**config.mk**
```make
export PLATFORM = sky130hd
export DESIGN_NAME = multicycle_ctrl
export DESIGN_NICKNAME = d
export VERILOG_FILES = /design/src/rtl/mcc_pkg.sv /design/src/rtl/mcc_ack_timer.sv /design/src/rtl/multicycle_ctrl.sv
export SDC_FILE = /design/constraint.sdc
export NUM_CORES = 1
export LEC_CHECK = 0
export BUFFER_PORTS_ARGS = -buffer_cell sky130_fd_sc_hd__buf_2
export CAP_MARGIN = 40
export CORE_MARGIN = 4
export CORE_UTILIZATION = 34
export DETAILED_ROUTE_END_ITERATION = 7
export SETUP_SLACK_MARGIN = 0.05
export SLEW_MARGIN = 20
export SYNTH_ARGS = -nofsm -noshare
export SYNTH_HDL_FRONTEND = slang
export SYNTH_SLANG_ARGS = --single-unit
```
**constraint.sdc**
```tcl
create_clock -name clk -period 1.5 [get_ports clk]
set_input_delay 0.3 -clock clk [delete_from_list [all_inputs] [get_ports clk]]
set_output_delay 0.3 -clock clk [all_outputs]
set_load 0.01 [all_outputs]
```
**src/rtl/mcc_pkg.sv**
```systemverilog
// Shared definitions for the multicycle control unit: opcodes, one-hot states,
// decoded instruction classes and ALU operand-select codes.
package mcc_pkg;

    localparam logic [5:0] OP_RTYPE = 6'b000000;
    localparam logic [5:0] OP_ADDI  = 6'b001000;
    localparam logic [5:0] OP_LW    = 6'b100011;
    localparam logic [5:0] OP_SW    = 6'b101011;
    localparam logic [5:0] OP_BNE   = 6'b000101;
    localparam logic [5:0] OP_J     = 6'b000010;

    localparam int PH_FETCH  = 0;
    localparam int PH_DECODE = 1;
    localparam int PH_EXEC   = 2;
    localparam int PH_MEM    = 3;
    localparam int PH_WB     = 4;

    // State encoding is the phase output itself.
    typedef enum logic [4:0] {
        ST_FETCH  = 5'b00001,
        ST_DECODE = 5'b00010,
        ST_EXEC   = 5'b00100,
        ST_MEM    = 5'b01000,
        ST_WB     = 5'b10000
    } state_t;

    typedef enum logic [2:0] {
        CLS_ILL, CLS_R, CLS_ADDI, CLS_LW, CLS_SW, CLS_BNE, CLS_J
    } op_cls_t;

    localparam logic [1:0] ALU_IMM = 2'b00;
    localparam logic [1:0] ALU_REG = 2'b01;
    localparam logic [1:0] ALU_CMP = 2'b10;

endpackage

```
**src/rtl/mcc_ack_timer.sv**
```systemverilog
// Ack wait counter shared by FETCH and MEM. Restarts from zero whenever the
// controller is not waiting or the wait ends; TIMEOUT=0 disables expiry.
module mcc_ack_timer #(
    parameter int TO_W    = 4,
    parameter int TIMEOUT = 15
) (
    input  logic clk,
    input  logic reset,
    input  logic hold,
    input  logic waiting,
    input  logic ack,
    output logic expired
);

    localparam bit TO_EN = (TIMEOUT != 0);

    logic [TO_W-1:0] cnt_reg;
    logic [TO_W-1:0] cnt_next;

    assign expired = TO_EN && waiting && (cnt_reg == TO_W'(TIMEOUT));

    // Any exit from a wait (ack or expiry) zeroes the count, so the next
    // waiting state always starts fresh.
    always_comb begin
        cnt_next = '0;
        if (TO_EN && waiting && !ack && !expired)
            cnt_next = cnt_reg + TO_W'(1);
    end

    always_ff @(posedge clk) begin
        if (reset)
            cnt_reg <= '0;
        else if (!hold)
            cnt_reg <= cnt_next;
    end

endmodule

```
**src/rtl/multicycle_ctrl.sv**
```systemverilog
// Multicycle MIPS control FSM (FETCH/DECODE/EXEC/MEM/WB) with req/ack memory
// handshakes and timeout. Define MCC_PERF_CNT_EN to add perf_instr/perf_stall.
module multicycle_ctrl
    import mcc_pkg::*;
#(
    parameter int OP_W    = 6,
    parameter int TO_W    = 4,
    parameter int TIMEOUT = 15
`ifdef MCC_PERF_CNT_EN
    ,
    parameter int CNT_W   = 32
`endif
) (
    input  logic            clk,
    input  logic            reset,
    input  logic            hold,
    input  logic [OP_W-1:0] op,
    input  logic            imem_ack,
    input  logic            dmem_ack,
    output logic [4:0]      phase,
    output logic            imem_req,
    output logic            ir_we,
    output logic            pc_we,
    output logic            dmem_req,
    output logic            dmem_we,
    output logic [1:0]      alu_src,
    output logic            alu_fn_en,
    output logic            branch_en,
    output logic            jump_en,
    output logic            reg_we,
    output logic            wb_sel,
    output logic            illegal,
    output logic            bus_err
`ifdef MCC_PERF_CNT_EN
    ,
    output logic [CNT_W-1:0] perf_instr,
    output logic [CNT_W-1:0] perf_stall
`endif
);

    state_t  state_reg, state_next;
    op_cls_t cls_reg, cls_next, cls_dec;
    logic    in_fetch, in_decode, in_exec, in_mem, in_wb;
    logic    wait_ack, expired;

    assign in_fetch  = state_reg[PH_FETCH];
    assign in_decode = state_reg[PH_DECODE];
    assign in_exec   = state_reg[PH_EXEC];
    assign in_mem    = state_reg[PH_MEM];
    assign in_wb     = state_reg[PH_WB];
    assign wait_ack  = (in_fetch && imem_ack) || (in_mem && dmem_ack);

    mcc_ack_timer #(.TO_W(TO_W), .TIMEOUT(TIMEOUT)) u_timer (
        .clk     (clk),
        .reset   (reset),
        .hold    (hold),
        .waiting (in_fetch || in_mem),
        .ack     (wait_ack),
        .expired (expired)
    );

    always_comb begin
        cls_dec = CLS_ILL;
        case (op)
            OP_W'(OP_RTYPE): cls_dec = CLS_R;
            OP_W'(OP_ADDI):  cls_dec = CLS_ADDI;
            OP_W'(OP_LW):    cls_dec = CLS_LW;
            OP_W'(OP_SW):    cls_dec = CLS_SW;
            OP_W'(OP_BNE):   cls_dec = CLS_BNE;
            OP_W'(OP_J):     cls_dec = CLS_J;
            default:         cls_dec = CLS_ILL;
        endcase
    end

    // Acks take priority over expiry; an expiry in FETCH simply restarts FETCH.
    always_comb begin
        state_next = state_reg;
        cls_next   = cls_reg;
        unique case (state_reg)
            ST_FETCH: begin
                if (imem_ack)
                    state_next = ST_DECODE;
            end
            ST_DECODE: begin
                cls_next   = cls_dec;
                state_next = (cls_dec == CLS_ILL) ? ST_FETCH : ST_EXEC;
            end
            ST_EXEC: begin
                unique case (cls_reg)
                    CLS_R, CLS_ADDI: state_next = ST_WB;
                    CLS_LW, CLS_SW:  state_next = ST_MEM;
                    default:         state_next = ST_FETCH;
                endcase
            end
            ST_MEM: begin
                if (dmem_ack)
                    state_next = (cls_reg == CLS_LW) ? ST_WB : ST_FETCH;
                else if (expired)
                    state_next = ST_FETCH;
            end
            ST_WB:   state_next = ST_FETCH;
            default: state_next = ST_FETCH;
        endcase
        if (hold) begin
            state_next = state_reg;
            cls_next   = cls_reg;
        end
    end

    always_comb begin
        phase     = reset ? ST_FETCH : state_reg;
        imem_req  = 1'b0;
        ir_we     = 1'b0;
        pc_we     = 1'b0;
        dmem_req  = 1'b0;
        dmem_we   = 1'b0;
        alu_src   = ALU_IMM;
        alu_fn_en = 1'b0;
        branch_en = 1'b0;
        jump_en   = 1'b0;
        reg_we    = 1'b0;
        wb_sel    = 1'b0;
        illegal   = 1'b0;
        bus_err   = 1'b0;
        if (!reset) begin
            imem_req = in_fetch;
            ir_we    = in_fetch && imem_ack && !hold;
            pc_we    = in_fetch && imem_ack && !hold;
            dmem_req = in_mem;
            dmem_we  = in_mem && (cls_reg == CLS_SW);
            if (in_exec) begin
                unique case (cls_reg)
                    CLS_R: begin
                        alu_src   = ALU_REG;
                        alu_fn_en = 1'b1;
                    end
                    CLS_BNE: begin
                        alu_src   = ALU_CMP;
                        branch_en = 1'b1;
                    end
                    CLS_J:   jump_en = 1'b1;
                    default: alu_src = ALU_IMM;
                endcase
            end
            reg_we  = in_wb;
            wb_sel  = in_wb && (cls_reg == CLS_LW);
            illegal = in_decode && (cls_dec == CLS_ILL);
            bus_err = expired && !wait_ack && !hold;
        end
    end

    always_ff @(posedge clk) begin
        if (reset) begin
            state_reg <= ST_FETCH;
            cls_reg   <= CLS_ILL;
        end else begin
            state_reg <= state_next;
            cls_reg   <= cls_next;
        end
    end

`ifdef MCC_PERF_CNT_EN
    logic instr_done, stall_cycle;
    logic [CNT_W-1:0] perf_instr_reg, perf_stall_reg;

    always_comb begin
        instr_done  = !hold && (in_wb
                    || (in_exec && (cls_reg == CLS_BNE || cls_reg == CLS_J))
                    || (in_mem && dmem_ack && cls_reg == CLS_SW));
        stall_cycle = !hold && ((in_fetch && !imem_ack) || (in_mem && !dmem_ack));
    end

    always_ff @(posedge clk) begin
        if (reset) begin
            perf_instr_reg <= '0;
            perf_stall_reg <= '0;
        end else begin
            if (instr_done)
                perf_instr_reg <= perf_instr_reg + CNT_W'(1);
            if (stall_cycle)
                perf_stall_reg <= perf_stall_reg + CNT_W'(1);
        end
    end

    assign perf_instr = perf_instr_reg;
    assign perf_stall = perf_stall_reg;
`endif

endmodule
```
# ---- Word level (Yosys, flattened, before mapping)
# Index checks and enable logic that the tools add are counted.
dict set report totals {
  input_bits 11
  word_cells 75
  register_bits 12
  output_inout_bits 19
}
dict set report op_classes {
  mux 30
  add_sub_neg 1
  n_eq_ne 18
  n_reduce_logical 22
  bitwise 1
}
# op n
set op_table {}
lappend op_table {{$mux W5} 5}
lappend op_table {{$pmux W5 S4} 1}
lappend op_table {{$pmux W3 S6} 1}
lappend op_table {{$mux W1} 17}
lappend op_table {{$eq A6 B6 Y1 const B} 2}
lappend op_table {{$logic_and A1 B1 Y1} 11}
lappend op_table {{$pmux W5 S2} 1}
lappend op_table {{$eq A3 B3 Y1 const B} 3}
lappend op_table {{$eq A3 B2 Y1 const B} 2}
lappend op_table {{$eq A6 B2 Y1 const B} 1}
lappend op_table {{$eq A6 B3 Y1 const B} 1}
lappend op_table {{$eq A6 B4 Y1 const B} 1}
lappend op_table {{$logic_not A6 Y1} 1}
lappend op_table {{$eq A5 B1 Y1 const B} 1}
lappend op_table {{$eq A5 B2 Y1 const B} 1}
lappend op_table {{$eq A5 B3 Y1 const B} 1}
lappend op_table {{$eq A5 B4 Y1 const B} 1}
lappend op_table {{$add A4 B1 Y4 const B} 1}
lappend op_table {{$eq A4 B4 Y1 const B} 1}
lappend op_table {{$mux W2} 2}
lappend op_table {{$mux W4} 1}
lappend op_table {{$pmux W2 S2} 1}
lappend op_table {{$reduce_or A2 Y1} 2}
lappend op_table {{$eq A3 B1 Y1 const B} 1}
lappend op_table {{9 further kinds} 12}

# ---- Depth between registers and ports, before layout
# Gate-level depths: netlist of run 1.
dict set report depth {
  word_depth 6
  mapped_depth 6
}

# ---- Modules after synthesis
# From an unflattened synthesis of run 1, not the netlist that was laid out.
dict set report unflattened {
  hier_cells 132
  hier_area_um2 1008.5
}
# mod area_each_um2 cells_per_inst instances seq_area_each_um2
set by_module_without_submodules {}
lappend by_module_without_submodules {multicycle_ctrl 789.5 109 1 160.2}
lappend by_module_without_submodules {mcc_ack_timer 219.0 23 1 80.1}

# ---- Worst setup path after synthesis of run 1
# No wires, ideal clock.
dict set report synth_path {
  path_type {reg2reg}
  start {reg u_timer.cnt_reg[0]}
  end {reg state_reg[3]}
  arrival_ns 1.538
  setup_time_ns 0.067
  synth_period_minus_slack_ns 1.606
  n_path_buf 0
  stages_incl_launch_ff 7
  setup_slack_ns -0.106
  path_cell_list {dfxtp_1 -> ha_1 -> nand3_1 -> and4b_1 -> a211o_4 -> a211o_1 -> a21oi_2}
}
dict set report synth_via {
  elab_chain_len 4
}
# element line
set synth_rtl {}
lappend synth_rtl {{start, declared} mcc_ack_timer.sv:17} ;# logic [TO_W-1:0] cnt_reg;
lappend synth_rtl {{start signal, assigned} mcc_ack_timer.sv:34} ;# cnt_reg <= cnt_next;
lappend synth_rtl {{$eq A4 B4 Y1} mcc_ack_timer.sv:20} ;# assign expired = TO_EN && waiting && (cnt_reg == TO_W'(TIMEOUT));
lappend synth_rtl {{$logic_and A1 B1 Y1} mcc_ack_timer.sv:20}
lappend synth_rtl {{$ne A3 B3 Y1 (no source line)} -}
lappend synth_rtl {{$reduce_and A3 Y1 (no source line)} -}
lappend synth_rtl {{end signal, assigned} multicycle_ctrl.sv:157} ;# state_reg <= state_next;
lappend synth_rtl {{end, declared} multicycle_ctrl.sv:41} ;# state_t state_reg, state_next;
# No other way between the ends.
# A chain may end at the register's enable or synchronous reset.

# ---- Worst setup path in the final report of run 1
dict set report layout_path {
  start {reg cls_reg[2]}
  end {out dmem_we}
}
dict set report layout_via {
  elab_chain_len 3
}
# element line
set layout_rtl {}
lappend layout_rtl {{start, declared} multicycle_ctrl.sv:42} ;# op_cls_t cls_reg, cls_next, cls_dec;
lappend layout_rtl {{start signal, assigned} multicycle_ctrl.sv:158} ;# cls_reg <= cls_next;
lappend layout_rtl {{$eq A3 B3 Y1} multicycle_ctrl.sv:130} ;# dmem_we = in_mem && (cls_reg == CLS_SW);
lappend layout_rtl {{$logic_and A1 B1 Y1} multicycle_ctrl.sv:130}
lappend layout_rtl {{$mux W1} multicycle_ctrl.sv:125} ;# if (!reset) begin
lappend layout_rtl {{end, declared} multicycle_ctrl.sv:25} ;# output logic dmem_we,
# No other way between the ends.

==> results.cfg, run 1 <==
[cells_and_area]
nNetsFinal = 211
area_growth_pct = 84.8
drive_above_1_share = 0.636
finalNonFillerCells = 228
fin_util = 0.679
fillers = 213
antenna_cells = 0
largest_reg_flops = 5

[sta]
fmax_ghz = 0.609
setup_tns_ps = -1160
rsz0062_at_grt = true
hold_violations = 0
finClkSkew_ps = 1.77
slew_headroom = 0.820
setup_viol = 13
max_slew.worst_pin.slew_ps = 269
maxSlewViolCount = 0
period_share = 1.09
min_period_ps = 1640
fin_ws_ps = -142

[route]
routedWlPerCell_um = 14.1
drt_wl_total_mm = 3.22
num_vias = 1236
first_pass_iters = 5
ant_nets = 0
drt-vias-per-instance = 5.42
drtIter0Drc = 43
drc = 0

[synth]
netlist_area_um2 = 936
synth_nets = 138
ys_seq_elements = 12
syn-mean-instance-area_um2 = 7.43
yosysSeqAreaShare = 0.257
async_reset_ff_frac = 0
synthFlopType = dfxtp_1
synth_top_cell_by_area = dfxtp_1
syn_inst = 126
synth_top_area_share = 0.257
synth_common_cells = 13 x nand2_1, 12 x dfxtp_1, 10 x a21oi_1, 7 x nor3_1
ys_warn_count = 0
synth.most_common_cell = nand2_1
yosysUniqueCellTypes = 45
synth_edf_count = 0
synth.area.top_cells = dfxtp_1 26%, a21oi_1 5.3%, nand2_1 5.2%, nor3_1 3.7%, nor2b_1 3.3%

[grt]
antenna_found_initial = 0
overflow = 0
grt_pass1_vias = 1197
grt_max_degree = 10
grt_first_pass_wirelength_mm = 5.29
grt.total_usage = 0.188

[worst_setup_path]
critPathRequiredTime_ps = 1200
cp_max_fo = 3
r2r-start = state_reg[2]$_SDFFE_PP0P_
startpoint_type = register
cpMaxStageDelayCell = or3b_4
critPathArrivalTime_ps = 1340
worstSetupPathType = reg -> out
ff2ff_setup_slack_ps = -100
cp-end-kind = primary output
cp_cell_sequence = or3b_4 > nor3b_2 > buf_2
cpPeakStageDelay_ps = 400
startpoint = cls_reg[2]$_SDFFE_PP0P_

[floorplan]
die_w_um = 60.5
io_pins = 30
num_rows = 18
dieArea_um2 = 3660
core_um2 = 2540
fp.dieH_um = 60.5
start_util = 0.368

[place]
dpl_worst_slack_ps = -80.1
port_buffers = 29
hpwl_mm = 2.02
place.gp.congestion = 0.771
place_inst = 201

[hold_path]
hold_class = in -> reg
hp-start = hold

[cts]
cts_tree = yes
cts_buffer_depth = 2
h-tree-depth = 1
root_buffer = clkbuf_4
clk_pin_slew_ps = 90
cts_num_sinks = 12
clk_latency_ps = 280
cts_made_buffers = 3

[power_and_ir_drop]
power.density_nw_per_um2 = 527
total_power_mw = 0.912
p_leak_nw = 0.750
vdd_ir_drop_max_mv = 0.342

[outcome]
violations = setup timing
status = finished with violations

[flow_run]
drv_cap = 0
-- cell usage in the layout, fill, tap and decap left out, types with 3 or more instances in the layout --
| cell | synthesis | final |
|---|---|---|
| a21oi_1 | 10 | 7 |
| buf_6 | 0 | 12 |
| dfxtp_1 | 12 | 3 |
| a31oi_1 | 3 | 3 |
| nor2_1 | 6 | 5 |
| a211oi_1 | 3 | 3 |
| a21oi_2 | 1 | 4 |
| buf_2 | 0 | 25 |
| dfxtp_4 | 0 | 4 |
| buf_4 | 4 | 38 |
| nand2_1 | 13 | 13 |
| clkbuf_4 | 0 | 3 |
| or3_1 | 4 | 3 |
| o21ai_0 | 6 | 3 |
| o21ai_1 | 1 | 3 |
| inv_1 | 6 | 5 |
| dfxtp_2 | 0 | 5 |
| nor3_2 | 1 | 4 |
-- what timing repair did --
item	CTS	global route
pin swaps	14	13
endpoints found under the setup margin	25	25
resized for setup	38	24
endpoints found under the hold margin	0	0
buffers inserted	15	8
hold buffers	0	0
-- final cells by class --
| class | count | area [um^2] | area share |
|---|---|---|---|
| Sequential cell | 12 | 262 | 0.151 |
| Clock buffer | 4 | 36.3 | 0.0210 |
| Inverter | 6 | 22.5 | 0.0130 |
| Tap cell | 30 | 37.5 | 0.0217 |
| Timing Repair Buffer | 76 | 561 | 0.324 |
| Multi-Input combinational cell | 100 | 811 | 0.469 |
-- logic make-up after synthesis --
logic type                 after synthesis  synth area share
and+or+nand+nor                         65             0.410
AOI/OAI and AO/OA                       30             0.209
buffers and inverters                   14            0.0722
DFF                                     12             0.257
xor gates and xnor gates                 3            0.0281
muxes                                    1            0.0107
adders and majority gates                1            0.0134
-- worst max-delay path, delay by kind of cell (launching register included) --
family	cells	cell delay, ps
buf+inv	1	140
simple gates	2	560
flops	1	360
-- metal layers --
metal | GRT usage | part of all wire
met4 | 0.0743 | 0.022
met3 | 0.0149 | 0.050
met5 | 0 | 0
met2 | 0.340 | 0.53
met1 | 0.232 | 0.40
-- metrics by stage --
step / cell area, um^2 / hold slack, ps
3_5_place_dp: 1280 / 460
4_1_cts: 1560 / 341
5_1_grt: 1730 / 388
6_report: 1730 / 362
3_3_place_gp: 1280 / 459
2_1_floorplan: 963 / 463
-- path summary, 6_finish.rpt --
kind                                           to  cells past startpoint
setup / recovery                          dmem_we                      3
hold / removal    u_timer.cnt_reg[1]$_SDFFE_PP0N_                      3
setup reg to reg        state_reg[0]$_SDFFE_PP1P_                      7
hold reg to reg           cls_reg[2]$_SDFFE_PP0P_                      2
-- power breakdown --
group	leakage [nW]	switching, mW	total (mW)	internal (mW)
Sequential	0.102	0.0147	0.343	0.328
Combinational	0.627	0.137	0.297	0.161
Clock	0.0210	0.124	0.272	0.148
Power figures use the tool's default switching activity.
==> run 2: changes to the inputs <==
--- a/config.mk
+++ b/config.mk
@@ -7,6 +7,7 @@
 export LEC_CHECK = 0
 export BUFFER_PORTS_ARGS = -buffer_cell sky130_fd_sc_hd__buf_2
 export CAP_MARGIN = 40
+export CORE_ASPECT_RATIO = 1.75
 export CORE_MARGIN = 4
 export CORE_UTILIZATION = 34
 export DETAILED_ROUTE_END_ITERATION = 7
==> run 2 against run 1 <==
Compared with the run above: the run still ends with setup timing left; non-clock buffer count fell by 7; register-to-register slack improved by 20 ps; clock skew increased by 0.97 ps; sequential power is essentially flat; utilization is 0.94 points lower; critical path depth up 2; wire length grew 1.3%; global-route usage down 0.22 points; setup slack improved by 15 ps; cell count is 5.3% lower; critical endpoint is now jump_en.
==> results.cfg, run 2 (synthesis gave the netlist of run 1 again) <==
[cts]
root_buffer = clkbuf_8
cts_num_sinks = 12
h-tree-depth = 1
cts_made_buffers = 3
clk_latency_ps = 240
cts_buffer_depth = 2
cts_hold_buf = 0
clk_pin_slew_ps = 50
cts_tree = yes

[floorplan]
dieArea_um2 = 3690
num_rows = 24
io_pins = 30
fp.dieH_um = 77.4
core_um2 = 2550
start_util = 0.367
die_w_um = 47.7

[sta]
fmax_ghz = 0.615
setup_viol = 11
maxSlewViolCount = 0
hold_ws_ps = 390
max_slew.worst_pin.slew_ps = 270
slew_headroom = 0.820
hold_violations = 0
min_period_ps = 1630
period_share = 1.08
finClkSkew_ps = 2.73
rsz0062_at_grt = true
setup_tns_ps = -813
fin_ws_ps = -126

[cells_and_area]
nNetsFinal = 204
largest_reg_flops = 5
area_growth_pct = 82.8
antenna_cells = 0
finalNonFillerCells = 216
drive_above_1_share = 0.621
layout_commonest_cell = buf_4
layout_common_cells = 29 x buf_4, 23 x buf_2, 16 x buf_6

[route]
drt_wl_total_mm = 3.26
drt-vias-per-instance = 5.46
drc = 0
routedWlPerCell_um = 15.1
ant_nets = 0
first_pass_iters = 4
num_vias = 1180
drtIter0Drc = 32

[worst_setup_path]
critPathArrivalTime_ps = 1330
cpPeakStageDelay_ps = 340
critPathRequiredTime_ps = 1200
worst-path-stages = 5
ff2ff_path_depth = 6
worstSetupPathType = reg -> out
path_delay_family = simple AND/OR/NAND/NOR gates
startpoint_type = register
cp_cell_sequence = buf_6 > or2b_4 > inv_4 > and4_1 > buf_2
cp_max_fo = 4
cpMaxStageDelayCell = dfxtp_2
cp-end-kind = primary output
worst-path-buf-inv = 3

[outcome]
status = finished with violations
violations = setup timing

[power_and_ir_drop]
vdd_ir_drop_max_mv = 0.482
power.density_nw_per_um2 = 552
total_power_mw = 0.944
p_leak_nw = 0.727

[grt]
grt_max_degree = 12
overflow = 0
grt.total_usage = 0.186
grt_pass1_vias = 1224
antenna_found_initial = 0
grt_first_pass_wirelength_mm = 5.22

[place]
place.gp.congestion = 0.806
port_buffers = 29
place_inst = 201
dpl_worst_slack_ps = -129
hpwl_mm = 2.32

[hold_path]
min_path_cells = 3
hold_class = in -> reg

[flow_run]
drv_cap = 0
## run 2: cell count changes in the layout (fill, tap and decap cells not counted), sizes merged
cell | before | now
buf | 76 | 69
clkbuf | 4 | 3
## run 2: metrics by stage
stage               area (um^2)  utilization
floorplan                   963            -
global placement           1310        0.512
detailed placement         1310        0.512
CTS                        1570        0.615
global route               1710        0.670
finish                     1710        0.670
## run 2: power by group
group	total, mW	internal (mW)	switching, mW	leakage, nW
Clock	0.298	0.177	0.121	0.0216
Combinational	0.301	0.160	0.141	0.603
Sequential	0.344	0.329	0.0153	0.102
Total	0.944	0.667	0.277	0.727
## run 2: layer usage
metal,vias up,GRT usage,part of all wire
li1,580,-,-
met1,573,0.168,0.32
met2,20,0.372,0.64
met3,7,0.0324,0.028
met4,0,0.0566,0.015
met5,-,0,0
## run 2: repair_timing
item	4_1_cts	5_1_grt
endpoints found under the setup margin	20	25
pin swaps	16	12
resized for setup	43	27
setup buffers	8	4
## run 2: worst paths after layout
path / start / to / slack, ps
max reg2reg: state_reg[2]$_SDFFE_PP0P_ / state_reg[3]$_SDFFE_PP0P_ / -80
min reg2reg: u_timer.cnt_reg[0]$_SDFFE_PP0N_ / u_timer.cnt_reg[0]$_SDFFE_PP0N_ / 600
max: state_reg[2]$_SDFFE_PP0P_ / jump_en / -130
min: hold / u_timer.cnt_reg[1]$_SDFFE_PP0N_ / 390
## run 2: worst min-delay path, delay by kind of cell
| family | cells | cell delay, ps |
|---|---|---|
| AOI/OAI and AO/OA | 1 | 50 |
| buffers and inverters | 1 | 170 |
| and+or+nand+nor | 1 | 70 |
## run 2: layout make-up
| class | count | area (um^2) |
|---|---|---|
| clock buffer | 3 | 41.3 |
| inverter | 6 | 25.0 |
| multi-input combinational | 100 | 822 |
| sequential | 12 | 262 |
| timing repair buffer | 69 | 528 |
| fill | 204 | 842 |
| tap | 26 | 32.5 |
==> run 3: changes to the inputs <==
--- a/config.mk
+++ b/config.mk
@@ -11,6 +11,8 @@
 export CORE_MARGIN = 4
 export CORE_UTILIZATION = 34
 export DETAILED_ROUTE_END_ITERATION = 7
+export MAX_ROUTING_LAYER = met4
+export PLACE_DENSITY = 0.71
 export SETUP_SLACK_MARGIN = 0.05
 export SLEW_MARGIN = 20
 export SYNTH_ARGS = -nofsm -noshare
==> run 3 against run 2 <==
Compared with the run above: the flow still finishes with violations (setup timing); largest power group unchanged; non-clock buffer count down 7; via count is 2.7% lower; highest routed layer unchanged; worst hold slack better by 6.6 ps; critical path depth unchanged; final area down 9.3%; die area unchanged.
==> results.cfg, run 3 (synthesis gave the netlist of run 1 again) <==
[cells_and_area]
layout_commonest_cell = buf_4
antenna_cells = 0
finalNonFillerCells = 209
fillers = 217
layout_common_cells = 29 x buf_4, 24 x buf_2, 13 x nand2_1
nNetsFinal = 197
drive_above_1_share = 0.563
fin_util = 0.608
multi_input_area_um2 = 757
largest_reg_flops = 5
area_growth_pct = 65.8
final-seq-area_um2 = 259

[power_and_ir_drop]
pwr-share-comb = 0.289
p_leak_nw = 0.680
share_clk_of_total_power = 0.331
vdd_ir_drop_max_mv = 0.489
switchingPower_mw = 0.259
sw_frac_of_total = 0.286
power.density_nw_per_um2 = 584
p_seq_frac = 0.380
internal-power_mw = 0.647

[grt]
grt_pass1_vias = 1155
grt_first_pass_wirelength_mm = 4.79
overflow = 0
grt_max_degree = 16
antenna_found_initial = 0
grt.total_usage = 0.172

[worst_setup_path]
critPathArrivalTime_ps = 1330
cp-end-kind = primary output
endpoint = jump_en
ff2ff_path_depth = 6
ff2ff_setup_slack_ps = -100
cpMaxStageDelayCell = dfxtp_2
path_delay_family = simple AND/OR/NAND/NOR gates
worst-path-buf-inv = 3
cp_max_fo = 4
startpoint = state_reg[2]$_SDFFE_PP0P_
startpoint_type = register
cpPeakStageDelay_ps = 350
r2r-start = state_reg[2]$_SDFFE_PP0P_
worst-path-stages = 5
worstSetupPathType = reg -> out
cp_cell_sequence = buf_6 > or2b_4 > inv_2 > and4_1 > buf_2
reg2reg_to = state_reg[3]$_SDFFE_PP0P_
critPathRequiredTime_ps = 1200

[sta]
slew_headroom = 0.799
finClkSkew_ps = 4.89
setup_viol = 11
max_slew.worst_pin.slew_ps = 301
min_period_ps = 1630
fmax_ghz = 0.612
hold_violations = 0
period_share = 1.09
maxSlewViolCount = 0
rsz0062_at_grt = true
fin_ws_ps = -133
hold_ws_ps = 397

[floorplan]
num_rows = 24
start_util = 0.367
io_pins = 30
dieArea_um2 = 3690
core_um2 = 2550
die_w_um = 47.7
fp.dieH_um = 77.4

[cts]
cts_buffer_depth = 2
clk_latency_ps = 240
root_buffer = clkbuf_8
h-tree-depth = 1
cts_made_buffers = 3
cts_num_sinks = 12
cts_tree = yes
clk_pin_slew_ps = 60

[flow_run]
drv_cap = 0

[hold_path]
hold_class = in -> reg

[place]
place.gp.congestion = 0.810
hpwl_mm = 2.18
place_inst = 197
port_buffers = 29

[route]
drt-vias-per-instance = 5.49
ant_nets = 0
routedWlPerCell_um = 15.0
first_pass_iters = 4
num_vias = 1148
drtIter0Drc = 19
drt_wl_total_mm = 3.13
drc = 0

[outcome]
violations = setup timing
status = finished with violations
run 3: changes by cell type in the layout (fill, tap and decap cells not counted), sizes merged:
cell,before,now
buf,69,62
run 3: how the worst min path moves through the flow:
stage                                    start                         endpoint  slack (ps)  cells past startpoint
3_5_place_dp   u_timer.cnt_reg[2]$_SDFFE_PP0N_  u_timer.cnt_reg[2]$_SDFFE_PP0N_         540                      2
5_1_grt                                  op[4]          cls_reg[1]$_SDFFE_PP0P_         410                      3
3_3_place_gp   u_timer.cnt_reg[2]$_SDFFE_PP0N_  u_timer.cnt_reg[2]$_SDFFE_PP0N_         510                      2
2_1_floorplan  u_timer.cnt_reg[0]$_SDFFE_PP0N_  u_timer.cnt_reg[0]$_SDFFE_PP0N_         460                      2
4_1_cts                                   hold  u_timer.cnt_reg[1]$_SDFFE_PP0N_         390                      3
6_report                                 op[4]          cls_reg[1]$_SDFFE_PP0P_         400                      3
run 3: what timing repair did:
item | in CTS | in global routing
hold buffers | 0 | 0
endpoints found under the hold margin | 0 | 0
pin swaps | 12 | 7
buffers inserted | 8 | 1
gates resized for setup | 31 | 14
setup endpoints to repair | 20 | 23
run 3: routing by layer:
layer,GRT usage,part of all wire,vias to the layer above
met5,-,0,-
met4,0.0566,0.020,0
met3,0.0185,0.040,6
met2,0.340,0.60,32
met1,0.149,0.34,541
li1,-,-,569
run 3: final cells by class:
class | count | area share
well taps | 26 | 0.0210
repair buffers | 62 | 0.283
flip-flops and latches | 12 | 0.167
clock buffers | 3 | 0.0266
multi-input cells | 100 | 0.488
inverters | 6 | 0.0145
run 3: power by group through the flow:
stage	Sequential, mW	Clock [mW]	Combinational [mW]
2_1_floorplan	0.351	0	0.110
3_3_place_gp	0.353	0	0.194
3_5_place_dp	0.354	0	0.201
4_1_cts	0.343	0.300	0.239
5_1_grt	0.347	0.324	0.283
6_report	0.344	0.300	0.262
run 3: tightest hold or removal path, stage by stage:
cell and delay (ps):
buf_2 120, or4_1 110, a221oi_1 60
run 3: through the flow:
| stage | power [mW] | setup slack [ps] | setup TNS [ps] | area, um^2 |
|---|---|---|---|---|
| after CTS | 0.882 | -128 | -794 | 1480 |
| after global routing | 0.954 | -197 | -1670 | 1550 |
| after global placement | 0.547 | -85.3 | -119 | 1280 |
| after floorplan | 0.461 | 55.0 | 0 | 963 |
| after detailed placement | 0.555 | -98.4 | -385 | 1280 |
| final | 0.907 | -133 | -865 | 1550 |
